$ cat config.mk
export PLATFORM = sky130hd
export DESIGN_NAME = gf_mul_ctrl
export DESIGN_NICKNAME = d
export VERILOG_FILES = /design/src/rtl/gf_mul_ctrl_pkg.sv /design/src/rtl/gf_mul_ctrl_mac_step.sv /design/src/rtl/gf_mul_ctrl.sv
export SDC_FILE = /design/constraint.sdc
export NUM_CORES = 1
export LEC_CHECK = 0
export ABC_AREA = 1
export CELL_PAD_IN_SITES_DETAIL_PLACEMENT = 1
export CELL_PAD_IN_SITES_GLOBAL_PLACEMENT = 1
export CORE_MARGIN = 3
export CORE_UTILIZATION = 34
export DETAILED_ROUTE_END_ITERATION = 8
export HOLD_SLACK_MARGIN = 0.06
export PLACE_DENSITY = 0.83
export SKIP_CTS_REPAIR_TIMING = 1
export SLEW_MARGIN = 20
export SYNTH_ARGS = -nofsm -noshare
export SYNTH_HDL_FRONTEND = slang
export SYNTH_SLANG_ARGS = --single-unit
$ cat constraint.sdc
create_clock -name clk -period 1.6 [get_ports clk]
set_input_delay 0.16 -clock clk [delete_from_list [all_inputs] [get_ports clk]]
set_output_delay 0.16 -clock clk [all_outputs]
set_load 0.02 [all_outputs]
$ cat src/rtl/gf_mul_ctrl_pkg.sv
// Shared types and helpers for the bit-serial GF(2^m) multiplier.
// Includes the FSM state encoding and the field-grade legality check.
package gf_pkg;

  localparam int GF_DATA_WIDTH = 10;
  localparam int GRADE_W = $clog2(GF_DATA_WIDTH) + 1;

  typedef enum logic [1:0] {
    IDLE,
    RUN,
    DONE
  } state_t;

  // A field needs at least degree 2 and must fit the datapath.
  function automatic logic grade_legal(input int grade, input int max_deg);
    return (grade >= 2) && (grade <= max_deg);
  endfunction

endpackage

$ cat src/rtl/gf_mul_ctrl_mac_step.sv
// One MSB-first multiply iteration: shift the accumulator, reduce by poly,
// then fold in the multiplicand when the current multiplier bit is set.
module gf_mac_step
  import gf_pkg::*;
#(
  parameter int DATA_WIDTH = 10
) (
  input  logic [DATA_WIDTH-1:0]       acc,
  input  logic [DATA_WIDTH-1:0]       a,
  input  logic [DATA_WIDTH:0]         poly,
  input  logic [$clog2(DATA_WIDTH):0] grade,
  input  logic                        b_bit,
  output logic [DATA_WIDTH-1:0]       acc_next
);

  logic [DATA_WIDTH:0] t;
  logic                lead;

  always_comb begin
    t = {acc, 1'b0};
    // The leading term sits at bit[grade]; reduce before adding a.
    lead = |(t & ((DATA_WIDTH + 1)'(1) << grade));
    if (lead) begin
      t = t ^ poly;
    end
    if (b_bit) begin
      t = t ^ {1'b0, a};
    end
    acc_next = t[DATA_WIDTH-1:0];
  end

endmodule

$ cat src/rtl/gf_mul_ctrl.sv
// Bit-serial GF(2^m) multiplier controller: takes one request, runs grade
// iterations, then holds the reduced product until the consumer takes it.
module gf_mul_ctrl
  import gf_pkg::*;
#(
  parameter int DATA_WIDTH = 10
) (
  input  logic                        clk,
  input  logic                        rst_l,
  input  logic                        flush,
  input  logic                        in_valid,
  output logic                        in_ready,
  input  logic [DATA_WIDTH-1:0]       in_a,
  input  logic [DATA_WIDTH-1:0]       in_b,
  input  logic [DATA_WIDTH:0]         in_poly,
  input  logic [$clog2(DATA_WIDTH):0] in_grade,
  output logic                        out_valid,
  input  logic                        out_ready,
  output logic [DATA_WIDTH-1:0]       out_data,
  output logic                        out_err
);

  localparam int GW = $clog2(DATA_WIDTH) + 1;

  state_t                state;
  logic [DATA_WIDTH-1:0] a_q;
  logic [DATA_WIDTH-1:0] b_q;
  logic [DATA_WIDTH:0]   poly_q;
  logic [GW-1:0]         grade_q;
  logic [GW-1:0]         cnt;
  logic [DATA_WIDTH-1:0] acc;
  logic [DATA_WIDTH-1:0] acc_next;
  logic [DATA_WIDTH-1:0] a_mask;
  logic [DATA_WIDTH:0]   p_mask;
  logic                  accept;
  logic                  legal;
  logic                  b_bit;

  // Flush and reset both close the input so neither can race a new request.
  assign in_ready = rst_l && !flush &&
                    ((state == IDLE) || ((state == DONE) && out_ready));
  assign accept   = in_valid && in_ready;
  assign legal    = grade_legal(int'(in_grade), DATA_WIDTH);
  assign b_bit    = |(b_q & (DATA_WIDTH'(1) << cnt));

  always_comb begin
    a_mask = '0;
    p_mask = '0;
    for (int i = 0; i < DATA_WIDTH; i++) begin
      a_mask[i] = (i < int'(in_grade));
    end
    for (int i = 0; i <= DATA_WIDTH; i++) begin
      p_mask[i] = (i <= int'(in_grade));
    end
  end

  gf_mac_step #(
    .DATA_WIDTH(DATA_WIDTH)
  ) u_step (
    .acc     (acc),
    .a       (a_q),
    .poly    (poly_q),
    .grade   (grade_q),
    .b_bit   (b_bit),
    .acc_next(acc_next)
  );

  always_ff @(posedge clk) begin
    if (!rst_l) begin
      state     <= IDLE;
      out_valid <= 1'b0;
      out_data  <= '0;
      out_err   <= 1'b0;
      cnt       <= '0;
      acc       <= '0;
      a_q       <= '0;
      b_q       <= '0;
      poly_q    <= '0;
      grade_q   <= '0;
    end else if (flush) begin
      state     <= IDLE;
      out_valid <= 1'b0;
      out_err   <= 1'b0;
    end else if (accept) begin
      // Accept is only possible from IDLE or a DONE handshake.
      a_q     <= in_a & a_mask;
      b_q     <= in_b & a_mask;
      poly_q  <= in_poly & p_mask;
      grade_q <= in_grade;
      acc     <= '0;
      cnt     <= in_grade - GW'(1);
      if (legal) begin
        state     <= RUN;
        out_valid <= 1'b0;
        out_err   <= 1'b0;
      end else begin
        state     <= DONE;
        out_valid <= 1'b1;
        out_data  <= '0;
        out_err   <= 1'b1;
      end
    end else begin
      case (state)
        RUN: begin
          acc <= acc_next;
          if (cnt == '0) begin
            state     <= DONE;
            out_valid <= 1'b1;
            out_data  <= acc_next;
            out_err   <= 1'b0;
          end else begin
            cnt <= cnt - GW'(1);
          end
        end
        DONE: begin
          if (out_ready) begin
            state     <= IDLE;
            out_valid <= 1'b0;
          end
        end
        default: begin
        end
      endcase
    end
  end

endmodule

After elaboration in Yosys (flattened, before gate mapping)
Cells that the tools add are included.
{"block": "classes", "eq_ne": 6, "n_reduce_logical": 21, "order_cmp": 21, "n_bitwise": 9, "add_sub_neg": 2, "mux": 24, "shifts": 2}
{"cell": "10-bit 2-to-1 mux", "n": 8}
{"cell": "10-bit AND", "n": 4}
{"cell": "3-bit by 5-bit less-or-equal comparator with 1-bit output (first input constant)", "n": 4}
{"cell": "3-bit by 5-bit < comparator with 1-bit output (first input constant)", "n": 4}
{"cell": "10-bit XOR", "n": 2}
{"cell": "5-bit 2-to-1 mux", "n": 3}
{"cell": "11-bit AND", "n": 1}
{"cell": "11-bit OR reduction", "n": 1}
{"cell": "1-bit by 5-bit left shift with 11-bit output (first input constant)", "n": 1}
{"cell": "2-bit by 5-bit less-or-equal comparator with 1-bit output (first input constant)", "n": 2}
{"cell": "4-bit by 5-bit less-or-equal comparator with 1-bit output (first input constant)", "n": 2}
{"cell": "1-bit by 5-bit < comparator with 1-bit output (first input constant)", "n": 2}
{"cell": "2-bit by 5-bit < comparator with 1-bit output (first input constant)", "n": 2}
{"cell": "4-bit by 5-bit < comparator with 1-bit output (first input constant)", "n": 2}
{"cell": "10-bit OR reduction", "n": 1}
{"cell": "1-bit by 5-bit left shift with 10-bit output (first input constant)", "n": 1}
{"cell": "5-bit by 1-bit subtractor with 5-bit output (second input constant)", "n": 2}
{"cell": "2-bit 2-to-1 mux", "n": 4}
{"cell": "1-bit 2-to-1 mux", "n": 7}
{"cell": "3-bit != test (second input constant)", "n": 2}
{"cell": "2-bit AND reduction", "n": 3}
{"cell": "3-bit AND reduction", "n": 2}
{"cell": "5-bit by 2-bit >= comparator with 1-bit output (second input constant)", "n": 1}
{"cell": "1-bit by 5-bit less-or-equal comparator with 1-bit output (first input constant)", "n": 1}
{"cell": "16 further kinds", "n": 23}
{"block": "word_totals", "word_cells": 95, "out_inout_bits": 13, "regBits": 64}

Logic depth before layout (Yosys ltp)
Gate-level depths: netlist of the first run.
{"block": "depth", "word_depth": 9, "depth_mapped": 14, "mapped_depth_nobuf": 14}

Hierarchy
A second synthesis of the first run with hierarchy kept.
{"block": "hier_totals", "cells_unflattened": 524, "hier_area_um2": 3483.3}
{"module": "gf_mul_ctrl", "cells_each": 416, "instances": 1, "area_each_um2": 2966.6}
{"module": "gf_mac_step", "cells_each": 108, "instances": 1, "area_each_um2": 516.7}

Worst setup path before layout of the first run
OpenSTA, ideal clock, no wires.
{"block": "synth_path", "kind": "register to register", "startpoint": "reg cnt[0]", "endpoint": "reg out_data[1]", "path_slack_ps": -107, "setup_time_ps": 124, "synth_period_minus_slack_ps": 1707, "path_stages_with_launch": 14, "t_required_ps": 1476, "arrival_ps": 1583, "path_cell_list": "dfxtp_1 inv_1 ha_1 nand2_1 clkinv_1 nor2_1 nand2_1 nand3_1 nand2_2 buf_4 nand3_1 nand3_1 nand3_1 a21oi_1"}
{"block": "synth_via", "elab_chain_len": 7}
{"element": "start: declaration", "line": "gf_mul_ctrl.sv:30", "rtl": "logic [GW-1:0] cnt;"}
{"element": "start signal: assignment", "line": "gf_mul_ctrl.sv:91", "rtl": "cnt <= in_grade - GW'(1);"}
{"element": "start signal: assignment", "line": "gf_mul_ctrl.sv:112", "rtl": "cnt <= cnt - GW'(1);"}
{"element": "1-bit by 5-bit left shift with 10-bit output", "line": "gf_mul_ctrl.sv:44", "rtl": "assign b_bit = |(b_q & (DATA_WIDTH'(1) << cnt));"}
{"element": "10-bit AND", "line": "gf_mul_ctrl.sv:44"}
{"element": "10-bit OR reduction", "line": "gf_mul_ctrl.sv:44"}
{"element": "10-bit 2-to-1 mux", "line": "gf_mul_ctrl_mac_step.sv:26", "rtl": "if (b_bit) begin"}
{"element": "10-bit 2-to-1 mux", "line": "gf_mul_ctrl.sv:106", "rtl": "if (cnt == '0) begin"}
{"element": "10-bit 2-to-1 mux", "line": "gf_mul_ctrl.sv:103", "rtl": "case (state)"}
{"element": "10-bit 2-to-1 mux", "line": "gf_mul_ctrl.sv:84", "rtl": "end else if (accept) begin"}
{"element": "end signal: assignment", "line": "gf_mul_ctrl.sv:109", "rtl": "out_data <= acc_next;"}
{"element": "end: declaration", "line": "gf_mul_ctrl.sv:19", "rtl": "output logic [DATA_WIDTH-1:0] out_data,"}
Several ways; a longest one is shown, not always the timed one. The select of a mux whose other input is x is not followed.
A chain may end at the register's enable or synchronous reset.

Final worst setup path of the first run
{"block": "layout_path", "startpoint": "reg cnt[1]", "endpoint": "reg acc[0]"}
{"block": "layout_via", "elab_chain_len": 6}
{"element": "1-bit by 5-bit left shift with 10-bit output", "line": "gf_mul_ctrl.sv:44"}
{"element": "10-bit AND", "line": "gf_mul_ctrl.sv:44"}
{"element": "10-bit OR reduction", "line": "gf_mul_ctrl.sv:44"}
{"element": "10-bit 2-to-1 mux", "line": "gf_mul_ctrl_mac_step.sv:26"}
{"element": "10-bit 2-to-1 mux", "line": "gf_mul_ctrl.sv:103"}
{"element": "10-bit 2-to-1 mux", "line": "gf_mul_ctrl.sv:84"}
{"element": "end signal: assignment", "line": "gf_mul_ctrl.sv:105", "rtl": "acc <= acc_next;"}
{"element": "end: declaration", "line": "gf_mul_ctrl.sv:31", "rtl": "logic [DATA_WIDTH-1:0] acc;"}
No other way between the ends. The select of a mux whose other input is x is not followed.

==> run_results.csv, run 1 <==
group,metric,value,unit
clock_tree,cts-buffers-inserted,9,
sta,finalClockSkew,0.0160,ns
placed_design,place_ws,-0.343,ns
synthesis,synth.top_cells.by_area,"sky130_fd_sc_hd__dfxtp_1 (37%), sky130_fd_sc_hd__nand2_1 (12%), sky130_fd_sc_hd__a21oi_1 (9.0%), sky130_fd_sc_hd__nand3_1 (8.1%), sky130_fd_sc_hd__inv_1 (6.1%)",
synthesis,largest_area_contributor_in_the_netlist,"sky130_fd_sc_hd__dfxtp_1",
route,detail_route.drc_violations,0,
clock_tree,cts_tree,"yes",
sta,maxClockFrequency,515,MHz
route,wl_per_cell,20.4,µm
clock_tree,insertion_delay,0.36,ns
sta,slew_headroom,75.4,%
route,route.final.wire_length,15.2,mm
worst_setup_path,cpPeakStageDelay,0.38,ns
placed_design,place.gp.congestion,0.869,
clock_tree,number_of_h_tree_branching_levels,3,
floorplan,floorplan.die.height,106,µm
power,p_seq_share,41.8,%
sta,fin_crit,1.94,ns
worst_setup_path,critPathSlowestCell,"sky130_fd_sc_hd__dfxtp_4",
floorplan,std_cell_rows,35,
route,drt-vias-per-instance,5.44,
clock_tree,clock_path_buffers,2,
sta,setup_tns,-5.72,ns
power,max-vdd-ir-drop,0.000450,V
worst_setup_path,data_required_time_at_the_worst_endpoint,1.87,ns
finish,utilization,56.5,%
worst_setup_path,worst_setup_path_end_kind,"flip-flop",
worst_setup_path,crit_chain,"inv_4 > ha_4 > nand2_1 > nand2_1 > inv_1 > nand2_1 > nand3_2 > nand2_4 > clkbuf_16 > buf_12 > nand2_8 > a21oi_4 > o21ai_2 > a21oi_2",
placed_design,portBuffers,52,
synthesis,postSynthRegisterBits,63,
synthesis,synth_top_cell_area_share,37.1,%
grt,groute.usage.overall,21.8,%
finish,antenna-diode-count,0,
power,p_total,0.00401,W
placed_design,detailedPlacementHpwl,9.05,mm
synthesis,ys_seq_area_share,37.1,%
grt,antenna_found_initial,0,
synthesis,synthMostInstantiatedCell,"sky130_fd_sc_hd__nand2_1",
finish,area_delta_synth_final,57.1,%
synthesis,commonest_cells_in_the_netlist,"sky130_fd_sc_hd__nand2_1 (105), sky130_fd_sc_hd__dfxtp_1 (63), sky130_fd_sc_hd__a21oi_1 (61)",
clock_tree,clock_tree.root_cell,"sky130_fd_sc_hd__clkbuf_8",
route,post_detailed_route_count_of_antenna_violating_nets,0,
synthesis,synthesis.area,0.00340,mm²
synthesis,post_synth_num_cell_types,37,
floorplan,start_util,36.0,%
sta,min_setup_slack_post_route,-0.343,ns
route,via_count,4042,
synthesis,synth-edff-count,0,
sta,rsz0062_at_grt,"yes",
power,total_switching_power,0.00114,W
flow_run,cap_violations,0,
floorplan,core,0.00946,mm²
finish,layout-drive-gt1-share,34.4,%
sta,final-hold-violation-count,0,
grt,grt_start_max_net_pins,34,
synthesis,fraction_of_synthesis_flops_using_an_asynchronous_set_or_reset_pin,0,%
sta,worst-slew-pin-transition,0.367,ns
worst_setup_path,crit_path_top_cell_by_count,"sky130_fd_sc_hd__nand2_1",
sta,slew_viol_final,0,
grt,gr-total-overflow,0,
worst_setup_path,critPathKind,"flip-flop to flip-flop",
outcome,outcome,"finished with violations",
grt,grt_pass1_wl,19.5,mm
worst_setup_path,arrival,2.22,ns
sta,setup-violations-final,22,
grt,grt_pass1_vias,4052,
clock_tree,cts_sinks,63,
floorplan,die_w,106,µm
route,first_pass_iters,4,
power,clock_power_share,39.8,%
synthesis,synthesized_area_per_cell,6.89,µm²
floorplan,die-area,0.0112,mm²
synthesis,synth_warnings,0,
worst_setup_path,timing.critical_path.fanout_max,5,
synthesis,post_synth_inst_count,494,
finish,nNetsFinal,661,
synthesis,synth_nets,545,
sta,finalCritPeriodShare,121,%
clock_tree,clk_pin_slew,0.08,ns
power,cellPowerDensity,751,mW/mm²
power,cellInternalPower,0.00287,W
power,power_frac_comb,18.4,%
synthesis,synth_top_flop_cell,"sky130_fd_sc_hd__dfxtp_1",
hold_path,hold_class,"input pin to flip-flop",
power,power.share.switching,28.5,%
floorplan,io-pin-count,54,
worst_setup_path,cp-start-kind,"flip-flop",
power,static-leakage-power,2.21,nW
outcome,violations,"negative setup slack",
route,drtIter0Drc,177,
critical path: cells and delay by family, from the launching register on:
| family | cells | cell delay [ns] |
|---|---|---|
| and+or+nand+nor | 6 | 0.50 |
| buffers and inverters | 4 | 0.40 |
| adders and majority gates | 1 | 0.16 |
| AOI/OAI and AO/OA | 3 | 0.41 |
| DFF | 1 | 0.38 |
through the flow:
step / cell area (µm²) / hold WS (ns) / instances
6_report: 5340 / 0.344 / 743
3_3_place_gp: 4500 / 0.448 / 718
2_1_floorplan: 3410 / 0.302 / 494
5_1_grt: 5340 / 0.350 / 743
3_5_place_dp: 4500 / 0.456 / 718
4_1_cts: 4710 / 0.388 / 733
state kept, by name, indices dropped and copies added, names as in the netlist:
signal     count
a_q           10
acc           10
b_q           10
cnt            5
grade_q        5
out_data      10
out_err        1
out_valid      1
poly_q        10
state          1
cell families after synthesis:
family	Yosys count	synth area share, %
and+or+nand+nor	223	29.8
DFF	63	37.1
buffers and inverters	83	10.3
xor gates and xnor gates	5	1.29
adders and majority gates	10	3.68
AOI/OAI and AO/OA	110	17.9
cell usage in the layout (no fill, tap or decap), types with 5 or more instances in the layout:
| cell type | instances |
|---|---|
| sky130_fd_sc_hd__clkdlybuf4s50_1 | 49 |
| sky130_fd_sc_hd__o21ai_0 | 5 |
| sky130_fd_sc_hd__a21oi_2 | 19 |
| sky130_fd_sc_hd__o21ai_1 | 20 |
| sky130_fd_sc_hd__nand3_4 | 7 |
| sky130_fd_sc_hd__nand2_4 | 12 |
| sky130_fd_sc_hd__ha_1 | 5 |
| sky130_fd_sc_hd__clkbuf_8 | 10 |
| sky130_fd_sc_hd__nand2_2 | 33 |
| sky130_fd_sc_hd__a21oi_1 | 42 |
| sky130_fd_sc_hd__nand3_1 | 33 |
| sky130_fd_sc_hd__inv_2 | 9 |
| sky130_fd_sc_hd__nand3_2 | 17 |
| sky130_fd_sc_hd__buf_4 | 55 |
| sky130_fd_sc_hd__inv_1 | 50 |
| sky130_fd_sc_hd__buf_12 | 6 |
| sky130_fd_sc_hd__nor2_1 | 32 |
| sky130_fd_sc_hd__dfxtp_1 | 59 |
| sky130_fd_sc_hd__nand2_1 | 74 |
| sky130_fd_sc_hd__buf_6 | 6 |
| sky130_fd_sc_hd__a22oi_1 | 8 |
power groups by stage:
| stage | clock [W] | sequential (W) | combinational, W |
|---|---|---|---|
| finish | 0.00160 | 0.00168 | 0.000738 |
| global route | 0.00169 | 0.00168 | 0.000786 |
| floorplan | 0 | 0.00170 | 0.000272 |
| CTS | 0.00156 | 0.00167 | 0.000612 |
| detailed placement | 0 | 0.00170 | 0.000605 |
| global placement | 0 | 0.00170 | 0.000579 |
per-layer routing:
layer	global-route usage, %	vias to the layer above	share of wire, %
met5	0	-	0
met4	8.88	0	4.6
met3	3.89	57	5.0
met2	39.5	145	52
met1	25.1	1986	38
li1	-	1854	-
final timing paths:
check / from / slack [ns] / to / cells after the start
setup reg to reg: cnt[1]$_SDFFE_PN0P_ / -0.34 / acc[0]$_SDFFE_PN0P_ / 14
hold reg to reg: b_q[7]$_SDFFE_PN0P_ / 0.47 / b_q[7]$_SDFFE_PN0P_ / 2
hold / removal: in_grade[4] / 0.34 / grade_q[4]$_SDFFE_PN0P_ / 4
setup / recovery: cnt[1]$_SDFFE_PN0P_ / -0.34 / acc[0]$_SDFFE_PN0P_ / 14
cell type report:
class                           instances  area (µm²)
Fill cell                            1180        4120
Multi-Input combinational cell        349        2240
Sequential cell                        63        1270
Timing Repair Buffer                  122        1190
Inverter                               64         255
Tap cell                              129         161
Clock buffer                           11         141
Clock inverter                          4        70.1
Timing Repair inverter                  1        7.51
No activity file was read; power rests on OpenSTA's default activity.
==> run 2: changes to the inputs <==
--- a/config.mk
+++ b/config.mk
@@ -9,12 +9,13 @@
 export CELL_PAD_IN_SITES_DETAIL_PLACEMENT = 1
 export CELL_PAD_IN_SITES_GLOBAL_PLACEMENT = 1
 export CORE_MARGIN = 3
-export CORE_UTILIZATION = 34
+export CORE_UTILIZATION = 29
 export DETAILED_ROUTE_END_ITERATION = 8
 export HOLD_SLACK_MARGIN = 0.06
-export PLACE_DENSITY = 0.83
+export PLACE_DENSITY = 0.74
+export SETUP_SLACK_MARGIN = 0.2
 export SKIP_CTS_REPAIR_TIMING = 1
-export SLEW_MARGIN = 20
+export SLEW_MARGIN = 10
 export SYNTH_ARGS = -nofsm -noshare
 export SYNTH_HDL_FRONTEND = slang
 export SYNTH_SLANG_ARGS = --single-unit
==> run 2 against run 1 <==
  * The run still ends with negative setup slack left
  * Global-route usage fell by 2.4 points
  * First-iteration DRC count did not move
  * Via count fell by 0.92%
  * Final cell count increased by 3.9%
  * Flip-flop and latch count stayed put
  * Die area is 16% higher
==> run_results.csv, run 2 (synthesized netlist as in run 1, its figures left out) <==
group,metric,value,unit
route,drt-vias-per-instance,5.19,
finish,area.sequential,0.00127,mm²
clock_tree,number_of_h_tree_branching_levels,3,
route,route.final.wire_length,15.0,mm
sta,slew_headroom,73.3,%
route,first_pass_iters,4,
route,drtIter0Drc,177,
floorplan,die-area,0.0131,mm²
placed_design,portBuffers,52,
clock_tree,clock_path_buffers,2,
grt,grt_pass1_wl,19.7,mm
grt,gr-total-overflow,0,
worst_setup_path,cp-start-kind,"flip-flop",
floorplan,start_util,30.6,%
finish,final_common_cell,"sky130_fd_sc_hd__nand2_1",
clock_tree,insertion_delay,0.34,ns
finish,instances_no_fill,772,
worst_setup_path,arrival,2.21,ns
sta,slew_viol_final,0,
worst_setup_path,crit_start,"cnt[1]$_SDFFE_PN0P_",
floorplan,std_cell_rows,38,
grt,groute.usage.overall,19.3,%
worst_setup_path,data_required_time_at_the_worst_endpoint,1.87,ns
outcome,outcome,"finished with violations",
floorplan,die_w,114,µm
route,detail_route.drc_violations,0,
finish,postLayoutCellArea,0.00596,mm²
sta,setup_tns,-4.97,ns
grt,grt_pass1_vias,3959,
sta,hold-worst-slack,0.385,ns
floorplan,floorplan.die.height,114,µm
route,via_count,4005,
placed_design,placedCellCount,736,
power,max-vdd-ir-drop,0.000494,V
sta,setup-violations-final,31,
finish,num-fill-cells,1297,
clock_tree,clk_pin_slew,0.06,ns
floorplan,core,0.0111,mm²
finish,antenna-diode-count,0,
worst_setup_path,reg2reg_depth,14,
floorplan,io-pin-count,54,
placed_design,detailedPlacementHpwl,9.49,mm
worst_setup_path,cp-endpoint,"acc[1]$_SDFFE_PN0P_",
worst_setup_path,critPathKind,"flip-flop to flip-flop",
finish,area_delta_synth_final,75.1,%
clock_tree,cts_tree,"yes",
finish,layout_common_cells,"sky130_fd_sc_hd__nand2_1 (64), sky130_fd_sc_hd__buf_4 (63), sky130_fd_sc_hd__dfxtp_1 (58)",
power,cellPowerDensity,744,mW/mm²
placed_design,place.gp.congestion,0.831,
clock_tree,cts_sinks,63,
worst_setup_path,timing.critical_path.fanout_max,5,
finish,layout-drive-gt1-share,42.7,%
sta,min_setup_slack_post_route,-0.341,ns
flow_run,cap_violations,0,
sta,maxClockFrequency,515,MHz
sta,fin_crit,1.94,ns
grt,antenna_found_initial,0,
sta,finalCritPeriodShare,121,%
grt,grt_start_max_net_pins,34,
route,wl_per_cell,19.4,µm
placed_design,place_ws,-0.441,ns
worst_setup_path,crit-reg2reg-capture,"acc[1]$_SDFFE_PN0P_",
worst_setup_path,internal_reg_to_reg_setup_slack,-0.34,ns
sta,finalClockSkew,0.00649,ns
hold_path,hold_class,"input pin to flip-flop",
worst_setup_path,worst_setup_path_end_kind,"flip-flop",
placed_design,dpl-instance-area,0.00467,mm²
finish,multi_input_area,0.00249,mm²
power,static-leakage-power,2.60,nW
clock_tree,cts-buffers-inserted,9,
clock_tree,clock_tree.root_cell,"sky130_fd_sc_hd__clkbuf_16",
sta,final-hold-violation-count,0,
sta,rsz0062_at_grt,"yes",
outcome,violations,"negative setup slack",
route,post_detailed_route_count_of_antenna_violating_nets,0,
worst_setup_path,worst_r2r_startpoint,"cnt[1]$_SDFFE_PN0P_",
finish,nNetsFinal,679,
sta,worst-slew-pin-transition,0.399,ns
run 2: changes by cell type in the layout (fill, tap and decap cells not counted), sizes merged:
cell,before,now
buf,68,84
bufinv,2,0
clkbuf,13,20
clkdlybuf4s50,49,35
clkinv,3,1
dlymetal6s2s,3,16
run 2: cell type report:
type / instances / area share [%]
clock buffers: 15 / 4.83
flip-flops and latches: 63 / 21.4
well taps: 140 / 2.94
repair buffers: 140 / 24.4
multi-input cells: 349 / 41.9
inverters: 64 / 4.41
repair inverters: 1 / 0.126
run 2: per-stage QoR:
| stage | total power, W | util (%) |
|---|---|---|
| CTS | 0.00424 | 44.6 |
| detailed placement | 0.00233 | 42.0 |
| finish | 0.00443 | 53.5 |
| floorplan | 0.00199 | - |
| global route | 0.00457 | 53.5 |
| global placement | 0.00231 | 42.0 |
run 2: worst min path at each step:
stage	from	to	slack (ns)	cells past startpoint
floorplan	rst_l	acc[0]$_SDFFE_PN0P_	0.30	2
global placement	state[0]$_SDFFE_PP0P_	state[0]$_SDFFE_PP0P_	0.45	2
detailed placement	poly_q[9]$_SDFFE_PN0P_	poly_q[9]$_SDFFE_PN0P_	0.46	2
CTS	in_a[0]	a_q[0]$_SDFFE_PN0P_	0.38	3
global route	in_b[0]	b_q[0]$_SDFFE_PN0P_	0.41	3
finish	in_grade[2]	grade_q[2]$_SDFFE_PN0P_	0.38	4
run 2: worst max-delay path, stage by stage (launching register included):
cell and delay [ns]:
sky130_fd_sc_hd__dfxtp_4 0.38, sky130_fd_sc_hd__inv_6 0.08, sky130_fd_sc_hd__ha_4 0.13, sky130_fd_sc_hd__buf_4 0.09, sky130_fd_sc_hd__nand3_1 0.08, sky130_fd_sc_hd__nand2_1 0.10, sky130_fd_sc_hd__nand2_1 0.09, sky130_fd_sc_hd__nand2_4 0.15
sky130_fd_sc_hd__clkbuf_16 0.18, sky130_fd_sc_hd__nand2_1 0.06, sky130_fd_sc_hd__nand2_1 0.10, sky130_fd_sc_hd__nand2_1 0.08, sky130_fd_sc_hd__nand2_1 0.10, sky130_fd_sc_hd__nand3_2 0.12, sky130_fd_sc_hd__a21oi_2 0.13
run 2: layer usage:
layer | up-vias | wire length [µm] | global-route usage, %
li1 | 1905 | - | -
met1 | 1973 | 5610 | 22.1
met2 | 98 | 8240 | 34.9
met3 | 29 | 631 | 3.96
met4 | 0 | 467 | 7.92
met5 | - | 0 | 0
run 2: power by group:
part / leakage [nW] / internal [W] / switching (W)
registers: 0.515 / 0.00162 / 0.0000511
clock network: 0.142 / 0.00121 / 0.000710
logic: 1.94 / 0.000392 / 0.000442
